### src/rtl/wb_arb_pkg.sv
// wb_arb_pkg
//   Shared types and helpers for the Wishbone round-robin arbiter and any
//   later arbiters that reuse rr_pick.
//   - arb_state_t   : arbiter FSM encoding (IDLE / OWNED / ABORT)
//   - MAX_REQ       : largest supported requester count
//   - owner_w()     : width of an owner index for n requesters
//   - onehot_to_idx : one-hot grant vector -> binary index
package wb_arb_pkg;

  typedef enum logic [1:0] {
    IDLE  = 2'd0,
    OWNED = 2'd1,
    ABORT = 2'd2
  } arb_state_t;

  localparam int MAX_REQ = 8;

  // Owner index width; never narrower than one bit.
  function automatic int owner_w(input int n);
    return (n <= 2) ? 1 : $clog2(n);
  endfunction

  // OR-reduction of set bit positions; exact when the input is one-hot,
  // and 0 for an all-zero vector.
  function automatic logic [2:0] onehot_to_idx(input logic [MAX_REQ-1:0] oh);
    logic [2:0] idx;
    idx = '0;
    for (int i = 0; i < MAX_REQ; i++)
      if (oh[i]) idx = idx | 3'(i);
    return idx;
  endfunction

endpackage

### src/rtl/wb_rr_arbiter_rr_pick.sv
// rr_pick
//   Combinational round-robin selector. Searches req starting at last+1,
//   wrapping modulo N, and returns the first asserted index.
//   Ports:
//     req  in  N   request vector
//     last in  OW  index of the most recent owner
//     vld  out 1   at least one request is set
//     idx  out OW  selected index (0 when vld=0)
module rr_pick #(
  parameter int N  = 3,
  parameter int OW = 2
) (
  input  logic [N-1:0]  req,
  input  logic [OW-1:0] last,
  output logic          vld,
  output logic [OW-1:0] idx
);

  logic [OW-1:0] j;

  // Walk the ring from furthest to nearest so the nearest hit after
  // 'last' is the one that sticks.
  always_comb begin
    vld = 1'b0;
    idx = '0;
    j   = '0;
    for (int i = N; i >= 1; i--) begin
      j = OW'((int'(last) + i) % N);
      if (req[j]) begin
        vld = 1'b1;
        idx = j;
      end
    end
  end

endmodule

### src/rtl/wb_rr_arbiter.sv
// wb_rr_arbiter
//   Round-robin Wishbone classic arbiter sharing one master port among
//   NUM_REQ requesters. Ownership is locked for as long as the owner holds
//   CYC; a watchdog aborts a strobe that waits TIMEOUT_CYC cycles for ack.
//   Ports:
//     clk, rstn            clock, async active-low reset
//     req_cyc/stb/we       per-requester controls       [NUM_REQ]
//     req_adr/dat/sel      packed per-requester fields  (req i at i*W +: W)
//     req_ack, req_err     ack / timeout error, owner only
//     req_dat_r            read data broadcast to all requesters
//     m_cyc/stb/we/adr/dat/sel  master side toward the slave
//     m_ack, m_dat_r       slave response
//     gnt                  registered one-hot owner
//     timeout_pulse        one-cycle pulse while aborting
module wb_rr_arbiter
  import wb_arb_pkg::*;
#(
  parameter int NUM_REQ     = 3,
  parameter int ADDR_W      = 5,
  parameter int DATA_W      = 32,
  parameter int SEL_W       = 4,
  parameter int TIMEOUT_CYC = 255
) (
  input  logic                      clk,
  input  logic                      rstn,
  input  logic [NUM_REQ-1:0]        req_cyc,
  input  logic [NUM_REQ-1:0]        req_stb,
  input  logic [NUM_REQ-1:0]        req_we,
  input  logic [NUM_REQ*ADDR_W-1:0] req_adr,
  input  logic [NUM_REQ*DATA_W-1:0] req_dat,
  input  logic [NUM_REQ*SEL_W-1:0]  req_sel,
  output logic [NUM_REQ-1:0]        req_ack,
  output logic [NUM_REQ-1:0]        req_err,
  output logic [DATA_W-1:0]         req_dat_r,
  output logic                      m_cyc,
  output logic                      m_stb,
  output logic                      m_we,
  output logic [ADDR_W-1:0]         m_adr,
  output logic [DATA_W-1:0]         m_dat,
  output logic [SEL_W-1:0]          m_sel,
  input  logic                      m_ack,
  input  logic [DATA_W-1:0]         m_dat_r,
  output logic [NUM_REQ-1:0]        gnt,
  output logic                      timeout_pulse
);

  localparam int OWNER_W = owner_w(NUM_REQ);
  localparam int WD_W    = $clog2(TIMEOUT_CYC + 1);
  localparam logic [WD_W-1:0]    WD_LIMIT  = WD_W'(TIMEOUT_CYC);
  localparam logic [OWNER_W-1:0] LAST_RST  = OWNER_W'(NUM_REQ - 1);

  arb_state_t          state, state_nxt;
  logic [OWNER_W-1:0]  last_owner, owner, pick_idx;
  logic                pick_vld;
  logic [WD_W-1:0]     wd;
  logic                own_cyc, own_stb, wd_hit;

  // Owner index is derived from the registered grant so the two can never
  // disagree.
  assign owner   = OWNER_W'(onehot_to_idx(MAX_REQ'(gnt)));
  assign own_cyc = req_cyc[owner];
  assign own_stb = req_stb[owner] & own_cyc;
  assign wd_hit  = (wd == WD_LIMIT);

  assign req_dat_r = m_dat_r;

  rr_pick #(
    .N  (NUM_REQ),
    .OW (OWNER_W)
  ) u_pick (
    .req  (req_cyc),
    .last (last_owner),
    .vld  (pick_vld),
    .idx  (pick_idx)
  );

  // ---------------------------------------------------------------- state
  always_ff @(posedge clk or negedge rstn) begin
    if (!rstn) state <= IDLE;
    else       state <= state_nxt;
  end

  always_comb begin
    state_nxt = state;
    case (state)
      IDLE:  if (pick_vld) state_nxt = OWNED;
      OWNED: begin
        if (!own_cyc)                        state_nxt = IDLE;
        else if (own_stb && !m_ack && wd_hit) state_nxt = ABORT;
      end
      ABORT: state_nxt = IDLE;
      default: state_nxt = IDLE;
    endcase
  end

  // --------------------------------------------------------------- outputs
  always_comb begin
    m_cyc         = 1'b0;
    m_stb         = 1'b0;
    m_we          = 1'b0;
    m_adr         = '0;
    m_dat         = '0;
    m_sel         = '0;
    req_ack       = '0;
    req_err       = '0;
    timeout_pulse = 1'b0;
    case (state)
      OWNED: begin
        m_cyc          = own_cyc;
        m_stb          = own_stb;
        m_we           = req_we[owner];
        m_adr          = req_adr[owner*ADDR_W +: ADDR_W];
        m_dat          = req_dat[owner*DATA_W +: DATA_W];
        m_sel          = req_sel[owner*SEL_W +: SEL_W];
        // An ack with no strobe outstanding is dropped here.
        req_ack[owner] = m_ack & own_stb;
      end
      ABORT: begin
        req_err[owner] = 1'b1;
        timeout_pulse  = 1'b1;
      end
      default: ;
    endcase
  end

  // ----------------------------------------------------- grant bookkeeping
  always_ff @(posedge clk or negedge rstn) begin
    if (!rstn) begin
      gnt        <= '0;
      last_owner <= LAST_RST;
    end else begin
      case (state)
        IDLE:  if (pick_vld) gnt <= NUM_REQ'(1) << pick_idx;
        OWNED: if (!own_cyc) begin
          gnt        <= '0;
          last_owner <= owner;
        end
        ABORT: begin
          gnt        <= '0;
          last_owner <= owner;
        end
        default: gnt <= '0;
      endcase
    end
  end

  // -------------------------------------------------------------- watchdog
  // Counts cycles an owner strobe waits; any gap, ack or idle cycle clears
  // it. Holding at the limit keeps the counter from wrapping on the abort
  // cycle when TIMEOUT_CYC fills the counter width.
  always_ff @(posedge clk or negedge rstn) begin
    if (!rstn)
      wd <= '0;
    else if (state != OWNED || !own_stb || m_ack)
      wd <= '0;
    else if (!wd_hit)
      wd <= wd + 1'b1;
  end

endmodule

### config.mk
export PLATFORM = sky130hd
export DESIGN_NAME = wb_rr_arbiter
export DESIGN_NICKNAME = d
export VERILOG_FILES = /design/src/rtl/wb_arb_pkg.sv /design/src/rtl/wb_rr_arbiter_rr_pick.sv /design/src/rtl/wb_rr_arbiter.sv
export SDC_FILE = /design/constraint.sdc
export NUM_CORES = 1
export LEC_CHECK = 0
export ABC_AREA = 1
export CAP_MARGIN = 10
export CORE_UTILIZATION = 28
export DETAILED_ROUTE_END_ITERATION = 7
export PLACE_DENSITY = 0.78
export SYNTH_ARGS = -nofsm -noshare
export SYNTH_HDL_FRONTEND = slang
export SYNTH_HIERARCHICAL = 1
export SYNTH_SLANG_ARGS = --single-unit
### constraint.sdc
create_clock -name clk -period 1.9 [get_ports clk]
set_clock_uncertainty 0.1 [all_clocks]
set_input_delay 0.38 -clock clk [delete_from_list [all_inputs] [get_ports clk]]
set_output_delay 0.38 -clock clk [all_outputs]
set_load 0.01 [all_outputs]
==> impl_metrics.toml, run 1 <==
[pwr]
p_sw_frac = 0.480
power_leakage_nw = 2.84
total_power_mw = 6.71
powerDensity_nw_per_um2 = 1250
intPower_mw = 3.49
power_switching_mw = 3.22
p_seq_frac = 0.071
comb_power_share = 0.887
vdd_drop_max_v = 0.000644
p_clk_frac = 0.041

[timing]
hold_viol = 0
min_period_over_period = 1.17
tns_ns = -10.08
relSlewSlack = 0.746
slew_viol_final = 0
setup_viol = 51
min_period_ns = 2.23
worstMarginPinSlew_ns = 0.380
rsz0062_at_grt = "yes"
setup_slack_ns = -0.329
fmax_mhz = 449

[floorplanning]
start_util = 0.292
core-area_um2 = 8810
die_h_um = 97.8
dieArea_um2 = 9570
die_w_um = 97.8
fp-row-count = 34
io_pins = 253

[logic_synthesis]
synth_fp_nets = 647
synth_cell_type_count = 26
synth_cells = 472
ys_seq_area_frac = 0.147
avgSynthCellArea_um2 = 5.44
ys_warn_count = 6
syn_area_um2 = 2570
synth-seq-cells = 15

[final_layout]
seqCellArea_um2 = 379
area_growth_pct = 109
n_antenna_cell = 0
fillers = 792
multi_input_area_um2 = 2020
postLayoutCellArea_um2 = 5380
final_nets = 862
drive_above_1_share = 0.375

[cts]
h-tree-depth = 1
holdBufCountCts = 0
cts_root_buf = "clkbuf_8"
path_clk_slew_ns = 0.07
clock_sinks = 15
cts_buffer_depth = 2
clock_latency_ns = 0.26
cts_tree = "built"
cts_buffers = 3

[global_route]
grt-ovfl-total = 0
grt_pass1_wl_um = 16200
grtUsageTotal = 0.204
antenna_found_initial = 0
grt_max_degree = 39
grt_pass1_vias = 3492

[worst_setup_path]
critPathRequiredTime_ns = 1.42
crit_start = "gnt[2]"
r2r_cells = 12
crit_path_end = "req_ack[2]"
r2r-end = "state[0]"
critical_path.startpoint_type = "register"
crit_type = "reg -> out"
cp-end-kind = "primary output"
crit_fanout = 4
critPathArrivalTime_ns = 1.75
reg2reg_from = "last_owner[1]"
regToRegSetupSlack_ns = -0.06

[detailed_routing]
first_iter_violations = 166
wl_um = 11500
drt-pass1-iter-count = 6
antenna_left = 0
wl_per_cell_um = 14.5
via_per_inst = 4.79
route.detailed.drc = 36
vias = 3800

[placed_design]
hpwl_um = 7960
dpl-instance-area_um2 = 4560
io_buffers = 188
gp_congestion = 0.809
pre_cts_slack_ns = -0.650

[status]
violations = "design-rule violations, negative setup slack"
outcome = "finished, violations left"

[run]
maxCapViolCount = 0

[min_path]
hp-class = "in -> async"
==> cells in the mapped netlist <==
| master | instances | area, um^2 |
|---|---|---|
| nand2_1 | 169 | 634 |
| nand3_1 | 103 | 515 |
| inv_1 | 66 | 248 |
| buf_4 | 32 | 240 |
| nor2_1 | 20 | 75.1 |
| dfrtp_1 | 14 | 350 |
| ha_1 | 8 | 100 |
| o21ai_0 | 8 | 40.0 |
| buf_2 | 7 | 35.0 |
| buf_6 | 6 | 67.6 |
| clkbuf_1 | 6 | 22.5 |
| nand2_2 | 5 | 31.3 |
| buf_1 | 4 | 15.0 |
| inv_2 | 4 | 15.0 |
| a21oi_1 | 3 | 15.0 |
| a21oi_2 | 3 | 26.3 |
| nor2_2 | 3 | 18.8 |
| nand4_1 | 2 | 12.5 |
| nor2_4 | 2 | 22.5 |
| and3_1 | 1 | 6.26 |
| dfstp_2 | 1 | 26.3 |
| nand3_2 | 1 | 10.0 |
| nor2_8 | 1 | 20.0 |
| o21ai_1 | 1 | 5.00 |
| xnor2_1 | 1 | 8.76 |
| xor2_1 | 1 | 8.76 |
==> cell usage in the layout, fill, tap and decap left out, types with 2 or more instances in the layout <==
cell type,Yosys,final
inv_4,0,2
nand3_1,103,67
o21ai_1,1,2
clkbuf_16,0,2
a21oi_1,3,2
nand2_1,169,129
ha_4,0,3
nor2_2,3,4
a21oi_2,3,3
dfrtp_1,14,12
clkbuf_8,0,3
ha_1,8,3
o21ai_0,8,5
nor2_1,20,18
clkdlybuf4s50_1,0,136
buf_6,6,32
nand4_1,2,2
buf_2,7,36
dfrtp_2,0,2
nand3_4,0,3
buf_12,0,11
nand2_4,0,17
ha_2,0,2
nor2_4,2,3
buf_4,32,44
o21ai_2,0,2
inv_1,66,49
inv_2,4,19
nand3_2,1,34
nand2_2,5,29
==> worst min path at each step <==
stage / startpoint / endpoint / slack (ns) / cells after the start
2_1_floorplan: rstn / gnt[0] / -0.02 / 0
3_3_place_gp: gnt[0] / gnt[0] / 0.39 / 2
3_5_place_dp: gnt[0] / gnt[0] / 0.39 / 2
4_1_cts: rstn / wd[6] / 0.32 / 1
5_1_grt: rstn / wd[7] / 0.34 / 1
6_report: rstn / wd[6] / 0.30 / 1
==> cell families after synthesis <==
family                   synth area share
AO/OA/AOI/OAI                      0.0336
XOR/XNOR                          0.00682
adder cells (fa/ha/maj)            0.0389
buffers and inverters               0.250
flip-flops                          0.147
AND/OR/NAND/NOR                     0.524
==> worst max-delay path: stages (launching register included) <==
cell,delay [ns]
dfrtp_2,0.45
nor2_4,0.20
buf_6,0.13
nand2_4,0.05
nand3_4,0.07
nand2_4,0.06
nor2_4,0.14
buf_6,0.12
nand2_4,0.04
nor2_1,0.10
buf_2,0.13
==> per-stage QoR <==
| stage | util | hold WS (ns) | cells |
|---|---|---|---|
| after floorplan | - | -0.0156 | 472 |
| after global placement | 0.518 | 0.387 | 750 |
| after detailed placement | 0.518 | 0.391 | 750 |
| after CTS | 0.538 | 0.319 | 772 |
| after global routing | 0.611 | 0.336 | 794 |
| final | 0.611 | 0.302 | 794 |
==> cell type report <==
class / count / area share
inverter: 70 / 0.0498
clock buffer: 3 / 0.00768
multi-input combinational: 333 / 0.375
sequential: 15 / 0.0705
tap: 108 / 0.0251
timing repair buffer: 264 / 0.471
clock inverter: 1 / 0.00140
==> sequential cells by signal, indices dropped and copies added, names as in the netlist <==
register,flops
last_owner,2
wd,8
state,2
gnt,3
==> routing by layer <==
| metal | global-route usage | wire length, um | vias to the layer above |
|---|---|---|---|
| met3 | 0.0429 | 950 | 25 |
| met2 | 0.378 | 5890 | 192 |
| met5 | 0 | 0 | - |
| met4 | 0.0361 | 282 | 0 |
| met1 | 0.244 | 4430 | 1729 |
| li1 | - | - | 1854 |
==> power groups by stage <==
stage	logic (mW)	clock network [mW]	registers, mW
final	5.95	0.278	0.478
after global routing	6.44	0.289	0.486
after CTS	4.60	0.280	0.470
after detailed placement	4.40	0	0.466
after global placement	4.35	0	0.460
after floorplan	2.34	0	0.474
==> repair_timing <==
action,CTS,global route
buffers inserted,18,23
endpoints found under the setup margin,57,56
pin swaps,4,36
cloned,1,3
resized for setup,216,164
(Power assumes the default switching activity.)
==> inputs of run 2 (changes only) <==
- CORE_AREA: default -> 2 2 98 100
- CORE_UTILIZATION: 28 -> default
- DIE_AREA: default -> 0 0 100 102
- PLACE_DENSITY: 0.78 -> 0.75
- SYNTH_HIERARCHICAL: 1 -> default
==> impl_metrics.toml, run 2 <==
[final_layout]
seqCellArea_um2 = 379
largest_registers = "wd: 8 flops, gnt: 3 flops"
regMostFlops = "wd"
area_growth_pct = 141
n_antenna_cell = 0
layout_commonest_cell = "clkdlybuf4s50_1"
multi_input_area_um2 = 2070
largest_reg_flops = 8
drive_above_1_share = 0.407
layout_common_cells = "136 x clkdlybuf4s50_1, 134 x nand2_1, 55 x inv_1"
fillers = 753
final_nets = 837
utilization = 0.616

[global_route]
grt_pass1_wl_um = 16600
grt_max_degree = 16
grt-ovfl-total = 0
antenna_found_initial = 0
grtUsageTotal = 0.204
grt_pass1_vias = 3459

[timing]
hold_viol = 0
setup_viol = 49
fmax_mhz = 456
relSlewSlack = 0.769
worstMarginPinSlew_ns = 0.344
min_period_ns = 2.19
setup_slack_ns = -0.291
min_period_over_period = 1.15
slew_viol_final = 0
rsz0062_at_grt = "yes"

[floorplanning]
start_util = 0.256
dieArea_um2 = 10200
fp-row-count = 35
io_pins = 253
core-area_um2 = 9110
die_h_um = 102
die_w_um = 100

[logic_synthesis]
ys_warn_count = 0
synth_cells = 451
synth_top_area_frac = 0.335
avgSynthCellArea_um2 = 5.17
synth_edf_count = 0
async_flop_share = 1.00
post-synth-top-area-cell = "nand2_1"
syn_area_um2 = 2330
synth.most_common_cell = "nand2_1"
synth_ff_type = "dfrtp_1"
synth_fp_nets = 623
synth_commonest_cells = "208 x nand2_1, 64 x inv_1, 56 x nand3_1"
synth-seq-cells = 15
yosys-top-cells-area = "nand2_1 33%, dfrtp_1 15%, nand3_1 12%, buf_4 10%, inv_1 10%"
ys_seq_area_frac = 0.161
synth_cell_type_count = 23

[detailed_routing]
route.detailed.drc = 0
antenna_left = 0
vias = 3675
wl_per_cell_um = 15.8
drt-pass1-iter-count = 7
wl_um = 12200
first_iter_violations = 109
via_per_inst = 4.74

[cts]
holdBufCountCts = 0
cts_buffer_depth = 2
clock_latency_ns = 0.25
cts_tree = "built"
h-tree-depth = 1
cts_buffers = 3
clock_sinks = 15
cts_root_buf = "clkbuf_8"
path_clk_slew_ns = 0.06

[worst_setup_path]
critical_path.startpoint_type = "register"
critPathArrivalTime_ns = 1.71
crit_fanout = 6
reg2reg_from = "last_owner[1]"
crit_type = "reg -> out"
crit_start = "gnt[2]"
critPathRequiredTime_ns = 1.42
cp-end-kind = "primary output"

[status]
outcome = "finished, violations left"
violations = "negative setup slack"

[placed_design]
io_buffers = 188
gp_congestion = 0.833
hpwl_um = 7760

[run]
maxCapViolCount = 0

[min_path]
hp-class = "in -> async"

[pwr]
powerDensity_nw_per_um2 = 1150
total_power_mw = 6.43
power_leakage_nw = 3.06
vdd_drop_max_v = 0.000565
-- run 2: changes by cell type after synthesis, moves of 4 or more --
cell and change:
buf_6 -6, clkbuf_1 +10, nand3_1 -47, nand2_1 +39, a21oi_1 +4, o21ai_0 -4, buf_2 -7, buf_1 -4
-- run 2: per-stage QoR --
stage                     hold WS, ns  std cells  instance area (um^2)  setup TNS, ns  setup slack (ns)
final                           0.335        775                  5620         -11.78            -0.291
after floorplan               -0.0156        451                  2330              0           0.00782
after CTS                       0.334        772                  5110          -9.83            -0.320
after global placement          0.381        735                  4410         -15.73            -0.543
after global routing            0.358        775                  5620         -16.17            -0.397
after detailed placement        0.399        735                  4410         -17.04            -0.574
-- run 2: worst max-delay path, stage by stage (launching register included) --
cell and delay, ns:
dfrtp_2 0.45, inv_2 0.12, nor2_4 0.06, buf_6 0.12, buf_8 0.12, buf_16 0.14, buf_12 0.12, nand2_4 0.04
nand3_2 0.05, nand2_1 0.06, inv_1 0.03, buf_2 0.12
-- run 2: per-layer routing --
metal	GRT usage	vias up	routed length [um]
met5	0	-	0
met4	0.0727	0	455
met3	0.0527	47	976
met2	0.398	180	6540
met1	0.211	1688	4260
li1	-	1760	-
-- run 2: worst paths after layout --
| kind | endpoint | slack, ns | cells past startpoint |
|---|---|---|---|
| max | m_dat[22] | -0.29 | 11 |
| min | wd[0] | 0.34 | 2 |
| max reg2reg | gnt[2] | 0 | 10 |
| min reg2reg | gnt[0] | 0.41 | 2 |
| max in group asynchronous | last_owner[1] | 1.12 | 2 |
| min in group clk | gnt[0] | 0.41 | 2 |
-- run 2: timing repair --
item,4_1_cts,5_1_grt
setup buffers,25,5
endpoints found under the setup margin,52,63
pin swaps,30,57
gates cloned,8,1
hold endpoints to repair,0,0
resized for setup,321,128
-- run 2: power by group --
part / internal (mW) / total, mW / switching [mW]
clock: 0.145 / 0.256 / 0.111
combinational: 2.92 / 5.73 / 2.81
sequential: 0.389 / 0.453 / 0.0644
total: 3.45 / 6.43 / 2.98
-- run 2: area by class of cell --
| class | instances | share of cell area |
|---|---|---|
| inverters | 67 | 0.0466 |
| clock buffers | 3 | 0.00735 |
| well taps | 111 | 0.0247 |
| clock inverters | 1 | 0.000891 |
| flip-flops and latches | 15 | 0.0675 |
| multi-input cells | 321 | 0.369 |
| repair buffers | 257 | 0.484 |
-- run 2: logic make-up after synthesis --
family / synth area share
AOI/OAI and AO/OA: 0.0257
and+or+nand+nor: 0.534
xor gates and xnor gates: 0.0150
buffers and inverters: 0.237
adders and majority gates: 0.0268
DFF: 0.161
